--- config.mk ---
export PLATFORM = sky130hd
export DESIGN_NAME = branch_flag_unit
export DESIGN_NICKNAME = d
export VERILOG_FILES = /design/src/rtl/branch_flag_unit.sv
export SDC_FILE = /design/constraint.sdc
export NUM_CORES = 1
export LEC_CHECK = 0
export CAP_MARGIN = 0
export CELL_PAD_IN_SITES_DETAIL_PLACEMENT = 0
export CELL_PAD_IN_SITES_GLOBAL_PLACEMENT = 1
export CORE_MARGIN = 3
export CORE_UTILIZATION = 41
export CTS_CLUSTER_SIZE = 30
export DETAILED_ROUTE_END_ITERATION = 10
export GPL_TIMING_DRIVEN = 0
export PLACE_DENSITY_LB_ADDON = 0.2
export SLEW_MARGIN = 25
export SYNTH_ARGS = -nofsm -noshare
export SYNTH_HDL_FRONTEND = slang
export SYNTH_SLANG_ARGS = --single-unit
--- constraint.sdc ---
create_clock -name clk -period 6 [get_ports clk]
set_clock_uncertainty 0.2 [all_clocks]
set_input_delay 0.6 -clock clk [delete_from_list [all_inputs] [get_ports clk]]
set_output_delay 0.6 -clock clk [all_outputs]
set_load 0.02 [all_outputs]
--- src/rtl/branch_flag_unit.sv ---
// Branch flag generator: latches rs1/rs2/branch_type, registers Z/N/C/V; optional BRANCH_STATS_EN counters.
// Latency: inputs sampled at edge k are visible on the outputs after edge k+1 (two register stages).
// Backpressure: stall freezes both stages, flush clears both valids (flush wins); no ready output.
module branch_flag_unit #(
  parameter int WIDTH = 32
) (
  input  logic             clk,
  input  logic             rst_n,
  input  logic             in_valid,
  input  logic [WIDTH-1:0] rs1,
  input  logic [WIDTH-1:0] rs2,
  input  logic [2:0]       branch_type,
  input  logic             stall,
  input  logic             flush,
  output logic             Z,
  output logic             N,
  output logic             C,
  output logic             V,
  output logic [2:0]       branch_type_out,
  output logic             out_valid
`ifdef BRANCH_STATS_EN
  ,
  output logic [31:0]      branch_count,
  output logic [31:0]      flush_count
`endif
);

  localparam int MSB = WIDTH - 1;

  localparam logic [2:0] BT_NONE = 3'b000;
  localparam logic [2:0] BT_RSVD = 3'b011;
  localparam logic [2:0] BT_BLTU = 3'b110;
  localparam logic [2:0] BT_BGEU = 3'b111;

  // Stage A: operand latch
  logic             a_vld;
  logic [WIDTH-1:0] a_rs1;
  logic [WIDTH-1:0] a_rs2;
  logic [2:0]       a_type;

  // Stage B: flag register (drives the outputs directly)
  logic             b_vld;
  logic [2:0]       b_type;
  logic             b_z, b_n, b_c, b_v;

  logic [2:0]       a_type_in;
  logic [WIDTH:0]   diff;
  logic             z_nxt, n_nxt, c_nxt, v_nxt;

  // Invalid slots and the reserved encoding both enter the pipe as "no branch".
  always_comb begin
    a_type_in = branch_type;
    if (!in_valid || branch_type == BT_RSVD) begin
      a_type_in = BT_NONE;
    end
  end

  always_comb begin
    diff  = {1'b0, a_rs1} - {1'b0, a_rs2};
    z_nxt = (diff[MSB:0] == '0);
    c_nxt = diff[WIDTH];
    v_nxt = (a_rs1[MSB] != a_rs2[MSB]) && (diff[MSB] != a_rs1[MSB]);
    n_nxt = diff[MSB] ^ v_nxt;
    if (a_type == BT_BLTU || a_type == BT_BGEU) begin
      n_nxt = c_nxt;
    end
  end

  always_ff @(posedge clk or negedge rst_n) begin
    if (!rst_n) begin
      a_vld  <= 1'b0;
      a_rs1  <= '0;
      a_rs2  <= '0;
      a_type <= BT_NONE;
      b_vld  <= 1'b0;
      b_type <= BT_NONE;
      b_z    <= 1'b0;
      b_n    <= 1'b0;
      b_c    <= 1'b0;
      b_v    <= 1'b0;
    end else if (flush) begin
      // Operands and flags are left as-is; only the liveness fields are killed.
      a_vld  <= 1'b0;
      a_type <= BT_NONE;
      b_vld  <= 1'b0;
      b_type <= BT_NONE;
    end else if (!stall) begin
      a_vld  <= in_valid;
      a_rs1  <= rs1;
      a_rs2  <= rs2;
      a_type <= a_type_in;
      b_vld  <= a_vld;
      b_type <= a_vld ? a_type : BT_NONE;
      b_z    <= z_nxt;
      b_n    <= n_nxt;
      b_c    <= c_nxt;
      b_v    <= v_nxt;
    end
  end

  assign Z               = b_z;
  assign N               = b_n;
  assign C               = b_c;
  assign V               = b_v;
  assign out_valid       = b_vld;
  assign branch_type_out = b_vld ? b_type : BT_NONE;

`ifdef BRANCH_STATS_EN
  logic retire;
  logic flush_hit;

  // A branch is counted when it leaves stage B, not when it arrives.
  assign retire    = !stall && !flush && b_vld && (b_type != BT_NONE);
  assign flush_hit = flush && ((a_vld && a_type != BT_NONE) || (b_vld && b_type != BT_NONE));

  always_ff @(posedge clk or negedge rst_n) begin
    if (!rst_n) begin
      branch_count <= '0;
      flush_count  <= '0;
    end else begin
      if (retire && branch_count != 32'hFFFF_FFFF) begin
        branch_count <= branch_count + 32'd1;
      end
      if (flush_hit && flush_count != 32'hFFFF_FFFF) begin
        flush_count <= flush_count + 32'd1;
      end
    end
  end
`endif

endmodule

==> flow_metrics.tcl <==
set metrics [dict create \
    wl_um 13900 \
    final_max_slew_viol_count 0 \
    status "complete, no violations" \
    report.final.hold_viol_count 0 \
    wl_per_cell_um 16.1 \
    critPathKind "flip-flop to flip-flop" \
    yosys_warnings 0 \
    grt_pass1_wl_um 22700 \
    num-fill-cells 1199 \
    synth_cells 599 \
    slew_headroom_pct 43.9 \
    grt_setup_unrepaired "false" \
    grt_pass1_vias 4553 \
    grt_usage_pct 19.9 \
    yosysTopAreaCell "dfrtp_1" \
    max_freq_mhz 183 \
    vias_per_cell 5.48 \
    grt_max_degree 40 \
    h-tree-depth 3 \
    critPathRequiredTime_ns 6.08 \
    syn_to_final_growth_pct 24.6 \
    maxCapViolCount 0 \
    worstReg2RegEnd "Z$_DFFE_PN0P_" \
    place.gp.congestion 0.856 \
    fp.coreArea_um2 12200 \
    synth.area.top_cells "dfrtp_1 37%, ha_1 7.7%, mux2_2 7.1%, nand2_1 5.6%, o21ai_0 5.5%" \
    final_area_um2 6480 \
    rr_startpoint "a_rs1[16]$_DFFE_PN0P_" \
    postLayoutCoreUtil_pct 53.1 \
    vias 4713 \
    p_leak_uw 0.00278 \
    clockBufferDepth 2 \
    ios 80 \
    min-delay-path-class "input pin to async pin" \
    synth-main-ff-cell "dfrtp_1" \
    placed_area_um2 6210 \
    drc 0 \
    synth_area_um2 5200 \
    async_flop_share_pct 100 \
    synth_top_cell_area_share_pct 36.6 \
    post_cts_resized 0 \
    cts_tree "yes" \
    root_buffer "clkbuf_16" \
    finalSetupViolations 0 \
    fp.dieH_um 119 \
    critPathCaptureType "flip-flop" \
    avgSynthCellArea_um2 8.68 \
    synth-edff-count 0 \
    worst-r2r-cell-count 21 \
    ys_types 69 \
    grt_antenna_before_repair 0 \
    peakVddDrop_uv 161 \
    drive_above_1_share_pct 9.39 \
    cts-hold-fix-buffers 0 \
    powerDensity_nw_per_um2 311 \
    clock_sinks 76 \
    die_area_um2 14100 \
    initial_core_util_pct 42.6 \
    hpwl_um 10800 \
    min_period_over_period_pct 91.0 \
    dr.pass1.iters 6 \
    fin_nets 795 \
    startpoint "a_rs1[16]$_DFFE_PN0P_" \
    clk_pin_slew_worst_paths_ns 0.05 \
    drt_iter0_markers 248 \
    clock_latency_ns 0.34 \
    startpoint_type "flip-flop" \
    num_rows 40 \
    syn-num-nets 705 \
    ys_seq_area_share_pct 36.6 \
    worstMarginPinSlew_ns 0.820 \
    grt_overflow 0 \
    cp.arrival_ns 5.54 \
    cp_max_fo 9 \
    cts_setup_buffers 0 \
    r2r_slack_ns 0.54 \
    cts_made_buffers 9 \
    min_period_ns 5.46 \
    synth_seq_cells 76 \
    cp-endpoint "Z$_DFFE_PN0P_" \
    io_buffers 78 \
    num_antenna_cells 0 \
    die_x_um 119 \
    tns_ns 0 \
    ant_nets 0 \
]
==> critical path, cell delays in order, from the launching register on <==
cell       delay [ns]
dfrtp_1          0.38
ha_1             0.29
clkbuf_1         0.20
a21oi_1          0.33
o21ai_0          0.18
a22o_1           0.28
a2bb2o_1         0.26
a31oi_1          0.28
a21oi_1          0.13
a211o_1          0.28
a21oi_1          0.14
o21a_1           0.18
fa_1             0.21
nand3_1          0.12
a221o_1          0.30
a2111oi_2        0.27
nand4_1          0.20
a2111oi_0        0.34
nand4_1          0.20
a2111oi_2        0.36
nand4_1          0.18
nand2_1          0.10
==> flip-flops by register name, summed over array words and instances (netlist names) <==
| name | flops |
|---|---|
| C | 1 |
| N | 1 |
| V | 1 |
| Z | 1 |
| a_rs1 | 32 |
| a_rs2 | 32 |
| a_type | 3 |
| a_vld | 1 |
| b_type | 3 |
| out_valid | 1 |
==> how the worst min path moves through the flow <==
stage,startpoint,endpoint,cells past startpoint
3_3_place_gp,a_type[0]$_DFFE_PN0P_,a_type[0]$_DFFE_PN0P_,1
6_report,rst_n,a_rs2[15]$_DFFE_PN0P_,1
2_1_floorplan,rst_n,C$_DFFE_PN0P_,0
3_5_place_dp,a_type[0]$_DFFE_PN0P_,a_type[0]$_DFFE_PN0P_,1
4_1_cts,rst_n,a_rs2[15]$_DFFE_PN0P_,1
5_1_grt,rst_n,a_rs2[14]$_DFFE_PN0P_,1
==> power breakdown <==
group | total, uW | internal (uW) | switching, uW
clock | 515 | 316 | 199
combinational | 888 | 371 | 516
sequential | 612 | 580 | 31.5
total | 2010 | 1270 | 747
==> Yosys cell counts, types with 7 or more instances <==
| cell type | count |
|---|---|
| nand2_1 | 77 |
| dfrtp_1 | 76 |
| o21ai_0 | 57 |
| inv_1 | 47 |
| a21oi_1 | 39 |
| nor2_1 | 38 |
| mux2_2 | 33 |
| ha_1 | 32 |
| clkbuf_1 | 12 |
| nand2b_1 | 10 |
| nand3_1 | 9 |
| a21o_1 | 8 |
| and2_1 | 8 |
| nor3_1 | 8 |
| or3_1 | 8 |
| nor2b_1 | 7 |
| o21a_1 | 7 |
==> placed cells by master (no fill, tap or decap), types with 8 or more instances in the layout <==
master / count
clkdlybuf4s50_1: 77
a21o_1: 8
ha_1: 32
nand2b_1: 10
clkbuf_16: 9
nor3_1: 8
a21oi_1: 39
inv_1: 47
nand3_1: 9
nor2_1: 38
nand2_1: 77
and2_1: 8
clkbuf_1: 14
mux2_2: 33
or3_1: 8
dfrtp_1: 76
o21ai_0: 57
==> per-layer routing <==
layer	track usage, %	up-vias	routed length (um)
met5	0	-	0
met4	6.81	0	204
met3	3.59	15	617
met2	31.7	120	6500
met1	27.2	2259	6540
li1	-	2319	-
==> cell type report <==
type | instances | area, um^2 | area share (%)
clock buffer | 11 | 233 | 3.59
tap | 168 | 210 | 3.24
sequential | 76 | 1900 | 29.3
multi-input combinational | 450 | 3010 | 46.4
timing repair buffer | 79 | 798 | 12.3
buffer | 25 | 111 | 1.72
clock inverter | 3 | 40.0 | 0.618
inverter | 48 | 180 | 2.78
==> stage by stage <==
step	std cells	setup slack [ns]	hold WS (ns)	total power, uW
CTS	860	0.586	0.0372	2020
global route	860	0.0821	0.0578	2160
finish	860	0.542	0.0212	2010
global placement	845	0.588	0.293	1480
floorplan	599	1.45	0.104	1240
detailed placement	846	0.627	0.295	1490
==> cells by family after synthesis <==
logic type | Yosys count | share of synthesized area (%)
simple gates | 193 | 17.7
compound gates | 177 | 22.2
flops | 76 | 36.6
buf+inv | 73 | 5.61
mux | 37 | 7.94
fa+ha+maj | 34 | 8.47
xor+xnor | 9 | 1.52
Note: power is estimated with default switching activity, not from simulation.
